`config.mk`:
```
export PLATFORM = sky130hd
export DESIGN_NAME = score_display_mux
export DESIGN_NICKNAME = d
export VERILOG_FILES = /design/src/rtl/score_display_pkg.sv /design/src/rtl/score_display_mux_bcd_seg7_decoder.sv /design/src/rtl/score_display_mux.sv
export SDC_FILE = /design/constraint.sdc
export NUM_CORES = 1
export LEC_CHECK = 0
export CORE_MARGIN = 2
export CORE_UTILIZATION = 33
export DETAILED_ROUTE_END_ITERATION = 12
export MAX_ROUTING_LAYER = met4
export SYNTH_ARGS = -nofsm -noshare
export SYNTH_HDL_FRONTEND = slang
export SYNTH_SLANG_ARGS = --single-unit
```
`constraint.sdc`:
```
create_clock -name CLK -period 7.3 [get_ports CLK]
set_clock_uncertainty 0.15 [all_clocks]
set_input_delay 0.73 -clock CLK [delete_from_list [all_inputs] [get_ports CLK]]
set_output_delay 0.73 -clock CLK [all_outputs]
set_load 0.01 [all_outputs]
```
`src/rtl/score_display_pkg.sv`:
```
// rtl/score_display_pkg.sv - shared types and seven-segment constants for the score display
package score_display_pkg;

    typedef logic [3:0] bcd_digit_t;

    // Active-low segment patterns {g,f,e,d,c,b,a}
    localparam logic [6:0] SEG_0     = 7'h40;
    localparam logic [6:0] SEG_1     = 7'h79;
    localparam logic [6:0] SEG_2     = 7'h24;
    localparam logic [6:0] SEG_3     = 7'h30;
    localparam logic [6:0] SEG_4     = 7'h19;
    localparam logic [6:0] SEG_5     = 7'h12;
    localparam logic [6:0] SEG_6     = 7'h02;
    localparam logic [6:0] SEG_7     = 7'h78;
    localparam logic [6:0] SEG_8     = 7'h00;
    localparam logic [6:0] SEG_9     = 7'h10;
    localparam logic [6:0] SEG_BLANK = 7'h7F;

    // Decimal point position within the 8-bit HEX_OUT bus
    localparam int DP_BIT = 7;

endpackage

```
`src/rtl/score_display_mux_bcd_seg7_decoder.sv`:
```
// rtl/score_display_mux_bcd_seg7_decoder.sv - combinational BCD digit to active-low 7-segment decoder
module bcd_seg7_decoder
    import score_display_pkg::*;
(
    input  bcd_digit_t  digit,
    output logic [6:0]  seg
);

    // Map one BCD digit to its segment pattern; anything else blanks
    always_comb begin
        seg = SEG_BLANK;
        case (digit)
            4'd0:    seg = SEG_0;
            4'd1:    seg = SEG_1;
            4'd2:    seg = SEG_2;
            4'd3:    seg = SEG_3;
            4'd4:    seg = SEG_4;
            4'd5:    seg = SEG_5;
            4'd6:    seg = SEG_6;
            4'd7:    seg = SEG_7;
            4'd8:    seg = SEG_8;
            4'd9:    seg = SEG_9;
            default: seg = SEG_BLANK;
        endcase
    end

endmodule

```
`src/rtl/score_display_mux.sv`:
```
// rtl/score_display_mux.sv - BCD score counter with win flag and strobed 7-segment output (option: SCORE_LEADING_ZERO_BLANK_EN)
module score_display_mux
    import score_display_pkg::*;
#(
    parameter int NUM_DIGITS   = 4,
    parameter int STROBE_DIV   = 50000,
    parameter int TARGET_SCORE = 10,
    parameter int SATURATE     = 1
) (
    input  logic                    CLK,
    input  logic                    RESET,
    input  logic                    REACHED_TARGET,
    input  logic                    CLEAR,
    output logic [4*NUM_DIGITS-1:0] SCORE_BCD,
    output logic                    WIN,
    output logic [NUM_DIGITS-1:0]   SEG_SELECT,
    output logic [7:0]              HEX_OUT
);

    localparam int CNT_W = $clog2(STROBE_DIV);
    localparam int IDX_W = (NUM_DIGITS > 1) ? $clog2(NUM_DIGITS) : 1;
    localparam logic [31:0] TARGET = 32'(TARGET_SCORE);

    logic                    prev_q;
    logic [4*NUM_DIGITS-1:0] score_q, score_d;
    logic                    win_q, win_d;
    logic [CNT_W-1:0]        cnt_q, cnt_d;
    logic [IDX_W-1:0]        idx_q, idx_d;
    logic [NUM_DIGITS-1:0]   seg_sel_q, seg_sel_d;
    logic [7:0]              hex_q, hex_d;

    logic                    inc;
    logic                    tick;
    logic                    all_nines;
    logic                    carry;
    logic [31:0]             score_val;
    bcd_digit_t              digit_sel;
    logic [6:0]              seg_raw;
    logic                    blank_sel;

    assign inc  = REACHED_TARGET & ~prev_q;
    assign tick = (cnt_q == CNT_W'(STROBE_DIV - 1));

    // Next score: clear wins over increment; ripple BCD carry from the units digit up
    always_comb begin
        score_d   = score_q;
        all_nines = 1'b1;
        carry     = 1'b1;
        for (int k = 0; k < NUM_DIGITS; k++) begin
            if (score_q[4*k +: 4] != 4'd9) all_nines = 1'b0;
        end
        if (CLEAR) begin
            score_d = '0;
        end else if (inc) begin
            if (all_nines) begin
                score_d = (SATURATE != 0) ? score_q : '0;
            end else begin
                for (int k = 0; k < NUM_DIGITS; k++) begin
                    if (carry) begin
                        if (score_q[4*k +: 4] == 4'd9) begin
                            score_d[4*k +: 4] = 4'd0;
                        end else begin
                            score_d[4*k +: 4] = score_q[4*k +: 4] + 4'd1;
                            carry = 1'b0;
                        end
                    end
                end
            end
        end
    end

    // Binary value of the registered score, compared against the win threshold
    always_comb begin
        score_val = '0;
        for (int k = NUM_DIGITS - 1; k >= 0; k--) begin
            score_val = score_val * 32'd10 + 32'(score_q[4*k +: 4]);
        end
        win_d = (score_val >= TARGET);
    end

    assign digit_sel = score_q[4*int'(idx_q) +: 4];

    bcd_seg7_decoder u_dec (
        .digit (digit_sel),
        .seg   (seg_raw)
    );

`ifdef SCORE_LEADING_ZERO_BLANK_EN
    logic zero_above;

    // Blank the selected digit when it and every higher digit are zero (never digit 0)
    always_comb begin
        zero_above = 1'b1;
        blank_sel  = 1'b0;
        for (int k = NUM_DIGITS - 1; k >= 1; k--) begin
            zero_above = zero_above & (score_q[4*k +: 4] == 4'd0);
            if ((idx_q == IDX_W'(k)) && zero_above) blank_sel = 1'b1;
        end
    end
`else
    assign blank_sel = 1'b0;
`endif

    // Strobe counter and display registers: latch the current digit at each tick, then advance
    always_comb begin
        cnt_d     = tick ? '0 : cnt_q + 1'b1;
        idx_d     = idx_q;
        seg_sel_d = seg_sel_q;
        hex_d     = hex_q;
        if (tick) begin
            idx_d     = (idx_q == IDX_W'(NUM_DIGITS - 1)) ? '0 : idx_q + 1'b1;
            seg_sel_d = ~(NUM_DIGITS'(1) << idx_q);
            hex_d     = {1'b1, seg_raw};
            hex_d[DP_BIT] = ~((idx_q == '0) & win_q);
            if (blank_sel) hex_d = 8'hFF;
        end
    end

    // State registers with asynchronous reset to a dark display and zero score
    always_ff @(posedge CLK or posedge RESET) begin
        if (RESET) begin
            prev_q    <= 1'b0;
            score_q   <= '0;
            win_q     <= 1'b0;
            cnt_q     <= '0;
            idx_q     <= '0;
            seg_sel_q <= '1;
            hex_q     <= 8'hFF;
        end else begin
            prev_q    <= REACHED_TARGET;
            score_q   <= score_d;
            win_q     <= win_d;
            cnt_q     <= cnt_d;
            idx_q     <= idx_d;
            seg_sel_q <= seg_sel_d;
            hex_q     <= hex_d;
        end
    end

    assign SCORE_BCD  = score_q;
    assign WIN        = win_q;
    assign SEG_SELECT = seg_sel_q;
    assign HEX_OUT    = hex_q;

endmodule

```
==> results of run 1 <==
## area by class of cell
cell class / count / area, µm² / area share
Clock buffer: 7 / 143 / 0.0278
Clock inverter: 1 / 7.51 / 0.00146
Inverter: 33 / 124 / 0.0242
Multi-Input combinational cell: 399 / 3090 / 0.604
Sequential cell: 48 / 1220 / 0.237
Tap cell: 176 / 220 / 0.0430
Timing Repair Buffer: 32 / 320 / 0.0625
## layout by cell type (no fill, tap or decap), types with 3 or more instances in the layout
| cell type | Yosys | layout |
|---|---|---|
| o31ai_1 | 3 | 3 |
| inv_1 | 33 | 32 |
| nand3b_1 | 4 | 4 |
| dfstp_2 | 12 | 12 |
| clkdlybuf4s50_1 | 0 | 32 |
| o21ai_0 | 36 | 36 |
| a21oi_1 | 19 | 19 |
| o21bai_1 | 4 | 4 |
| nand3_1 | 20 | 20 |
| clkbuf_16 | 0 | 5 |
| a31oi_1 | 6 | 6 |
| and2_1 | 4 | 4 |
| xor2_1 | 21 | 21 |
| nand2b_1 | 5 | 5 |
| a21o_1 | 12 | 12 |
| nor4_1 | 3 | 3 |
| or3_1 | 4 | 4 |
| nand2_1 | 38 | 38 |
| and3_1 | 4 | 4 |
| ha_1 | 69 | 69 |
| fa_1 | 6 | 6 |
| xnor2_1 | 23 | 23 |
| nand4_1 | 5 | 5 |
| nor3_1 | 14 | 14 |
| nor2b_1 | 8 | 8 |
| dfrtp_1 | 36 | 36 |
| nor2_1 | 32 | 32 |
| mux4_2 | 4 | 4 |
## per-layer routing
metal / GRT usage / part of all wire / vias to the layer above / wire length (µm)
li1: - / - / 1802 / -
met1: 0.172 / 0.48 / 1655 / 4380
met2: 0.213 / 0.48 / 48 / 4350
met3: 0.0170 / 0.028 / 7 / 255
met4: 0.0327 / 0.0084 / 0 / 76
met5: - / 0 / - / 0
## through the flow
step,total power [mW],std cells,utilization
2_1_floorplan,0.788,490,-
3_3_place_gp,0.885,688,0.376
3_5_place_dp,0.897,688,0.376
4_1_cts,1.14,696,0.387
5_1_grt,1.22,696,0.387
6_report,1.12,696,0.387
## worst register-to-register path: stages (launching register included)
cell	delay (ps)
dfrtp_1	510
ha_1	350
ha_1	220
fa_1	500
xnor2_1	280
ha_1	280
ha_1	330
a21oi_1	210
o21bai_1	110
a2111oi_0	430
nor3_1	120
xor2_1	180
nand4_1	120
nand3_1	120
ha_1	320
ha_1	400
nor4b_1	190
a31oi_1	150
nand2_1	70
a211oi_1	470
nor2b_1	100
nand4_1	120
mux2_1	330
a2111o_1	300
## final timing paths
kind	from	cells after the start	end	slack, ps
min in group asynchronous	RESET	2	WIN	850
setup / recovery	SCORE_BCD[13]	23	WIN	810
hold / removal	cnt_q[0]	1	cnt_q[0]	310
max in group asynchronous	RESET	2	SCORE_BCD[3]	5520
setup reg to reg	SCORE_BCD[13]	23	WIN	810
hold reg to reg	cnt_q[0]	1	cnt_q[0]	310
## state kept, by name, summed over array words and instances (netlist names)
signal,count
SCORE_BCD,16
idx_q,2
WIN,1
SEG_SELECT,4
cnt_q,16
prev_q,1
HEX_OUT,8
## power by group through the flow
stage               registers, mW  logic [mW]  clock network, mW
global route                0.291       0.681              0.250
global placement            0.294       0.591                  0
finish                      0.289       0.602              0.233
detailed placement          0.295       0.602                  0
floorplan                   0.292       0.496                  0
CTS                         0.290       0.608              0.240
## kinds of logic (layout without fill, tap and decap cells)
logic type / count (synthesis) / count (layout) / synth area share
compound gates: 107 / 107 / 0.158
xor+xnor: 46 / 46 / 0.0934
fa+ha+maj: 75 / 75 / 0.220
buf+inv: 43 / 73 / 0.0372
flops: 48 / 48 / 0.272
mux: 8 / 8 / 0.0299
other cells: 1 / 1 / 0.000838
simple gates: 162 / 162 / 0.190
==> metrics, run 1 <==
status finished clean; pwr dens 219 nW/µm²; CTS tree built; Seq cells post-synth 48; MaxCap Viol Count 0; die width 120 µm; RSZ-0062 raised after global routing no; Hold Crit Class reg2reg; PnR worst setup slack 812 ps; number of library cell types mapped by synthesis 72; Worst EP arrival 6500 ps; Worst path max stage delay 510 ps; total CTS buffers 5; Gate Count Post-Synth 490; pin count of the biggest net entering global routing 49; CTS resizes 0; crit path max fanout 10; sequential share of power 0.257; grt total ovfl 0; DRC violations left 0; 1st-iter DRT viols 273; most common cell in the netlist ha_1; routability congestion estimate 0.802; Main synth FF type dfrtp_1; Setup Fix Bufs, Post-CTS 0; Setup TNS Final 0 ps; ranking of synthesized cells by area dfrtp_1 (20%), ha_1 (19%), dfstp_2 (7.0%), xnor2_1 (4.5%), xor2_1 (4.1%); clock sink total 48; Max clock buf depth 2; number of setup violations in the final report 0; clock network power share 0.207; first-pass GRT wire length 15400 µm; Post-DP HPWL 7080 µm; Area after DPL 4970 µm²; fin. max-slew vios 0; IR drop worst, VDD 132 µV; CTS clk-pin slew, worst paths 60 ps; Buf/Inv on CP 0; Hold Buf Count CTS 0; fill count 1338; cell row count 42; leakage 2.34 nW; ys async rst share 1.00; Design Area, Final 5120 µm²; Syn Nets 569; H-tree depth 2; DR vias/cell 5.05; slowest CP cell dfrtp_1; routed vias 3512; syn_area_per_cell 9.14 µm²; ANT nets after route 0; pre-CTS setup slack 847 ps; Sw Pwr 0.449 mW; full die area 14500 µm²; final hold slack 306 ps; Most common cell on crit path ha_1; Worst path top cell family by delay adder cells; CP Launch Type flip-flop; most frequent cells after synthesis ha_1 (69), nand2_1 (38), dfrtp_1 (36), o21ai_0 (36), inv_1 (33); CTS root buf clkbuf_16; Netlist Area Pre-Place 4480 µm²; area leader, netlist dfrtp_1; top cell type's share of synthesized area 0.201; # nets final 598; part of the Yosys area used for sequential elements 0.272; Peak Freq 0.154 GHz; Port Buffers 32; final wirelength 9060 µm; YS warnings 0; drt pass-1 iters 4; Post-synth EDFFs 0; Global Route Usage Sum 0.130; initial antenna violation count 0; Core ar. 13200 µm²; Area Overhead vs Synth 14.5%; switching part of the total 0.399; Comb power frac 0.536; clk_lat worst skew 290 ps; Worst Path Required 7320 ps; CP Capture Type flip-flop; layout cells sized above 1 0.0865; cell chain of the critical path ha_1, ha_1, fa_1, xnor2_1, ha_1, ha_1, a21oi_1, o21bai_1, a2111oi_0, nor3_1, xor2_1, nand4_1, nand3_1, ha_1, ha_1, nor4b_1, a31oi_1, nand2_1, a211oi_1, nor2b_1, nand4_1, mux2_1, a2111o_1; die height 120 µm; WL per Instance 13.0 µm; Slew @ Worst Pin 1000 ps; n_diodes 0; Crit Path Class reg2reg; Hold Vio Cnt, Final 0; Initial Utilization 0.338; # IOs 33; Worst slew margin 0.332; vias in the first global route 3356; post-route minimum period 6490 ps; Int Power 0.675 mW; Final period util 0.889
Power figures use the tool's default switching activity.
==> inputs of run 2 (changes only) <==
- CTS_CLUSTER_DIAMETER: default -> 50
- DONT_BUFFER_PORTS: default -> 1
- MAX_ROUTING_LAYER: met4 -> default
==> run 2 against run 1 <==
  * Clock power grew 19%
  * Sequential power up 1%
  * Final cell count down 4.6%
  * Combinational power is 3% lower
  * Hold slack better by 9.6 ps
  * Cell area down 5.6%
  * Core utilization fell by 2.2 points
  * Global-route usage down 0.39 points
  * Die area unchanged
  * Critical endpoint unchanged
  * Highest routed layer unchanged
==> metrics, run 2 (synthesis gave the netlist of run 1 again) <==
n_diodes 0 (unchanged); H-tree depth 2 (unchanged); Hold Vio Cnt, Final 0 (unchanged); clk_lat worst skew 290 ps (about the same); full die area 14500 µm² (unchanged); fill count 1358 (+1.5%); DRC violations left 0 (unchanged); Worst EP arrival 6610 ps (+110 ps); status finished clean; routability congestion estimate 0.770 (-4.0%); ANT nets after route 0 (unchanged); CTS root buf clkbuf_16; fin. max-slew vios 0 (unchanged); IR drop worst, VDD 98.8 µV (-25%); most common cell after layout, fill and taps aside ha_1; Max clock buf depth 2 (unchanged); DR vias/cell 5.22 (+3.4%); final wirelength 9050 µm (about the same); Core ar. 13200 µm² (unchanged); RSZ-0062 raised after global routing no; CTS clk-pin slew, worst paths 70 ps (about the same); Worst slew margin 0.333 (about the same); cell row count 42 (unchanged); # IOs 33 (unchanged); leakage 2.25 nW (-4.0%); CTS tree built; post-route minimum period 6600 ps (+113 ps); Post-DP HPWL 7100 µm (+0.26%); CP Capture Type flip-flop; routed vias 3464 (-1.4%); Initial Utilization 0.338 (unchanged); r2r setup slk 700 ps (-110 ps); Peak Freq 0.151 GHz (-1.7%); Crit Path Class reg2reg; # nets final 566 (-5.4%); commonest non-fill, non-tap cells in the layout ha_1 (69), nand2_1 (38), dfrtp_1 (36), o21ai_0 (36); layout cells sized above 1 0.0943 (+0.00772); MaxCap Viol Count 0 (unchanged); Slew @ Worst Pin 1000 ps (-0.433 ps); drt pass-1 iters 4 (unchanged); Setup Fix Bufs, Post-CTS 0 (unchanged); pwr dens 238 nW/µm² (+8.6%); clock sink total 48 (unchanged); CTS resizes 0 (unchanged); Setup TNS Final 0 ps (unchanged); CP Launch Type flip-flop; pin count of the biggest net entering global routing 49 (unchanged); Final period util 0.904 (+0.0155); Port Buffers 0 (-100%); final hold slack 316 ps (+9.63 ps); initial antenna violation count 0 (unchanged); die height 120 µm (unchanged); first-pass GRT wire length 15400 µm (+0.14%); Worst Path Required 7310 ps (about the same); number of setup violations in the final report 0 (unchanged); grt total ovfl 0 (unchanged); vias in the first global route 3371 (+0.45%); Hold Crit Class in2reg; Global Route Usage Sum 0.127 (-0.00387); WL per Instance 13.6 µm (+4.7%); crit path max fanout 10 (unchanged); 1st-iter DRT viols 195 (-29%); total CTS buffers 5 (unchanged); Area Overhead vs Synth 8.05%; Hold Buf Count CTS 0 (unchanged); die width 120 µm (unchanged)
==> run 2: path summary, 6_finish.rpt <==
path | from | to | depth (start not counted)
setup / recovery | SCORE_BCD[13] | WIN | 24
hold / removal | REACHED_TARGET | prev_q | 0
setup reg to reg | SCORE_BCD[13] | WIN | 24
hold reg to reg | cnt_q[0] | cnt_q[0] | 1
max in group asynchronous | RESET | SCORE_BCD[8] | 1
min in group asynchronous | RESET | cnt_q[10] | 1
==> run 2: critical path: stages, from the launching register on <==
cell and delay (ps):
dfrtp_1 590, ha_1 310, ha_1 230, fa_1 560, nand3b_1 130, xnor2_1 250
ha_1 270, ha_1 320, inv_1 80, o21bai_1 90, a2111oi_0 420, nor3_1 130
xor2_1 240, nand4_1 130, nand3_1 160, ha_1 260, ha_1 400, nor4b_1 180
a31oi_1 140, nand2_1 70, a211oi_1 510, nor2b_1 100, nand4_1 120, mux2_1 330
a2111o_1 300
==> run 2: layer usage <==
metal | global-route usage | wire length, µm
met5 | 0 | 0
met4 | 0.0313 | 87
met3 | 0.0203 | 374
met2 | 0.218 | 4340
met1 | 0.165 | 4250
==> run 2: cell type report <==
cell class	instances	area [µm²]	share of cell area
clock inverter	1	30.0	0.00621
multi-input combinational	399	3090	0.640
tap	176	220	0.0455
sequential	48	1220	0.251
clock buffer	7	153	0.0316
inverter	33	124	0.0256
==> run 2: power breakdown <==
group	internal, mW	total [mW]	switching (mW)
logic	0.254	0.582	0.327
registers	0.273	0.293	0.0205
clock network	0.180	0.277	0.0969
total	0.707	1.15	0.445
==> run 2: stage by stage <==
| stage | total power [mW] | cells | utilization | worst slack (ps) | cell area [µm²] |
|---|---|---|---|---|---|
| after floorplan | 0.788 | 490 | - | 1350 | 4480 |
| final | 1.15 | 664 | 0.365 | 698 | 4840 |
| after detailed placement | 0.882 | 656 | 0.351 | 714 | 4650 |
| after global placement | 0.868 | 656 | 0.351 | 910 | 4650 |
| after CTS | 1.17 | 664 | 0.365 | 696 | 4840 |
| after global routing | 1.24 | 664 | 0.365 | 84.4 | 4840 |
==> inputs of run 3 (changes only) <==
- CORE_MARGIN: 2 -> 4
==> run 3 against run 2 <==
  * Fmax grew 0.39%
  * First-iteration DRC count grew 11%
  * Die area grew 6.8%
  * Cell area shrank 0.31%
  * Non-clock buffer count is the same
  * Flip-flop and latch count is the same
  * Total power shrank 1.4%
  * Count of clock-buffer cells in the layout shrank 2
  * Clock power shrank 6%
  * Critical endpoint unchanged
  * Highest routed layer unchanged
==> metrics, run 3 (synthesis gave the netlist of run 1 again) <==
status finished clean; fin. max-slew vios 0 (unchanged); grt total ovfl 0 (unchanged); worst setup path endpoint WIN; DR vias/cell 5.11 (-2.1%); final hold slack 314 ps (-1.92 ps); leakage 2.24 nW (-0.46%); Final period util 0.901 (-0.00353); Hold Crit Class reg2reg; cell row count 42 (unchanged); gr busiest metal met2; Post-DP HPWL 6980 µm (-1.7%); Setup TNS Final 0 ps (unchanged); pin count of the biggest net entering global routing 49 (unchanged); Crit. Startpoint SCORE_BCD[13]; worst r2r src SCORE_BCD[13]; # IOs 33 (unchanged); r2r setup slk 720 ps (+30 ps); Worst EP arrival 6590 ps (-20 ps); R2R cell count 24 (unchanged); Peak Freq 0.152 GHz (+0.39%); CTS clk-pin slew, worst paths 70 ps (about the same); Setup Fix Bufs, Post-CTS 0 (unchanged); MaxCap Viol Count 0 (unchanged); pwr dens 236 nW/µm² (-1.1%); n_diodes 0 (unchanged); routed vias 3390 (-2.1%); Core ar. 13200 µm² (unchanged); H-tree depth 2 (unchanged); vias in the first global route 3401 (+0.89%); cell chain of the critical path ha_1, ha_1, fa_1, nand3b_1, xnor2_1, ha_1, ha_1, inv_1, o21bai_1, a2111oi_0, nor3_1, xor2_1, nand4_1, nand3_1, ha_1, ha_1, nor4b_1, a31oi_1, nand2_1, a211oi_1, nor2b_1, nand4_1, mux2_1, a2111o_1; full die area 15500 µm² (+6.8%); Max clock buf depth 2 (unchanged); commonest non-fill, non-tap cells in the layout ha_1 (69), nand2_1 (38), dfrtp_1 (36), o21ai_0 (36); Port Buffers 0 (unchanged); CTS tree built; final wirelength 8910 µm (-1.6%); Area Overhead vs Synth 7.71%; Slew @ Worst Pin 1000 ps (+2.38 ps); total CTS buffers 5 (unchanged); post-route minimum period 6580 ps (-25.8 ps); Worst Path Required 7310 ps (about the same); Final Util 0.364 (-0.00113); die height 124 µm (+3.3%); Crit Path Class reg2reg; register area 1220 µm² (unchanged); drt pass-1 iters 4 (unchanged); CP Capture Type flip-flop; RSZ-0062 raised after global routing no; Worst slew margin 0.331 (-0.00159); DRC violations left 0 (unchanged); Worst path max stage delay 600 ps (about the same); area of the multi-input gates 3090 µm² (unchanged); Hold Vio Cnt, Final 0 (unchanged); Reg-to-Reg End WIN; IR drop worst, VDD 106 µV (+7.5%); CP Launch Type flip-flop; slowest CP cell dfrtp_1; first-pass GRT wire length 15700 µm (+1.8%); total power 1.14 mW (-1.4%); GR Util met1 0.153 (-0.0126); CTS resizes 0 (unchanged); number of setup violations in the final report 0 (unchanged); CTS root buf clkbuf_16; 1st-iter DRT viols 216 (+11%); clock sink total 48 (unchanged); ANT nets after route 0 (unchanged); M3 GR Usage 0.0197 (-0.000557); Initial Utilization 0.338 (unchanged); clk_lat worst skew 290 ps (about the same); most common cell after layout, fill and taps aside ha_1; met2 GRT Util 0.196 (-0.0216); Most common cell on crit path ha_1; Global Route Usage Sum 0.116 (-0.0105); die width 124 µm (+3.3%); # nets final 566 (unchanged); fill count 1356 (-0.15%); crit path max fanout 10 (unchanged); Hold Buf Count CTS 0 (unchanged); initial antenna violation count 0 (unchanged); routability congestion estimate 0.824 (+7.0%); layout cells sized above 1 0.0943 (unchanged); WL per Instance 13.4 µm (-1.6%)
[run 3: changes by cell type in the layout (fill, tap and decap cells not counted), sizes merged]
cell / before / now
clkinv: 0 / 1
clkbuf: 7 / 5
clkinvlp: 0 / 1
[run 3: stage by stage]
step	instance area (µm²)	setup slack (ps)	instances
2_1_floorplan	4480	1350	490
3_3_place_gp	4650	923	656
3_5_place_dp	4650	774	656
4_1_cts	4820	755	664
5_1_grt	4820	326	664
6_report	4820	724	664
[run 3: area by class of cell]
type,count,share of cell area
well taps,176,0.0457
multi-input cells,399,0.642
clock inverters,3,0.00882
clock buffers,5,0.0259
inverters,33,0.0257
flip-flops and latches,48,0.252
[run 3: worst min path at each step]
stage	from	end	slack [ps]	depth (start not counted)
5_1_grt	REACHED_TARGET	prev_q	300	0
3_5_place_dp	cnt_q[0]	cnt_q[0]	310	1
6_report	cnt_q[0]	cnt_q[0]	310	1
2_1_floorplan	cnt_q[0]	cnt_q[0]	280	1
4_1_cts	REACHED_TARGET	prev_q	310	0
3_3_place_gp	cnt_q[0]	cnt_q[0]	290	1
[run 3: per-layer routing]
metal | vias up | wire length, µm
met5 | - | 0
met4 | 0 | 65
met2 | 48 | 4230
met3 | 6 | 312
met1 | 1599 | 4300
li1 | 1737 | -
[run 3: where the power goes]
part,internal [mW],total [mW],switching [mW]
sequential,0.273,0.294,0.0208
combinational,0.254,0.582,0.328
clock,0.161,0.261,0.0996
total,0.688,1.14,0.448
[run 3: critical path: cells and delay by family (launching register included)]
kind | cells | cell delay, ps
adders and majority gates | 7 | 2350
AOI/OAI and AO/OA | 5 | 1420
and+or+nand+nor | 8 | 1040
DFF | 1 | 600
xor gates and xnor gates | 2 | 490
muxes | 1 | 330
buffers and inverters | 1 | 80
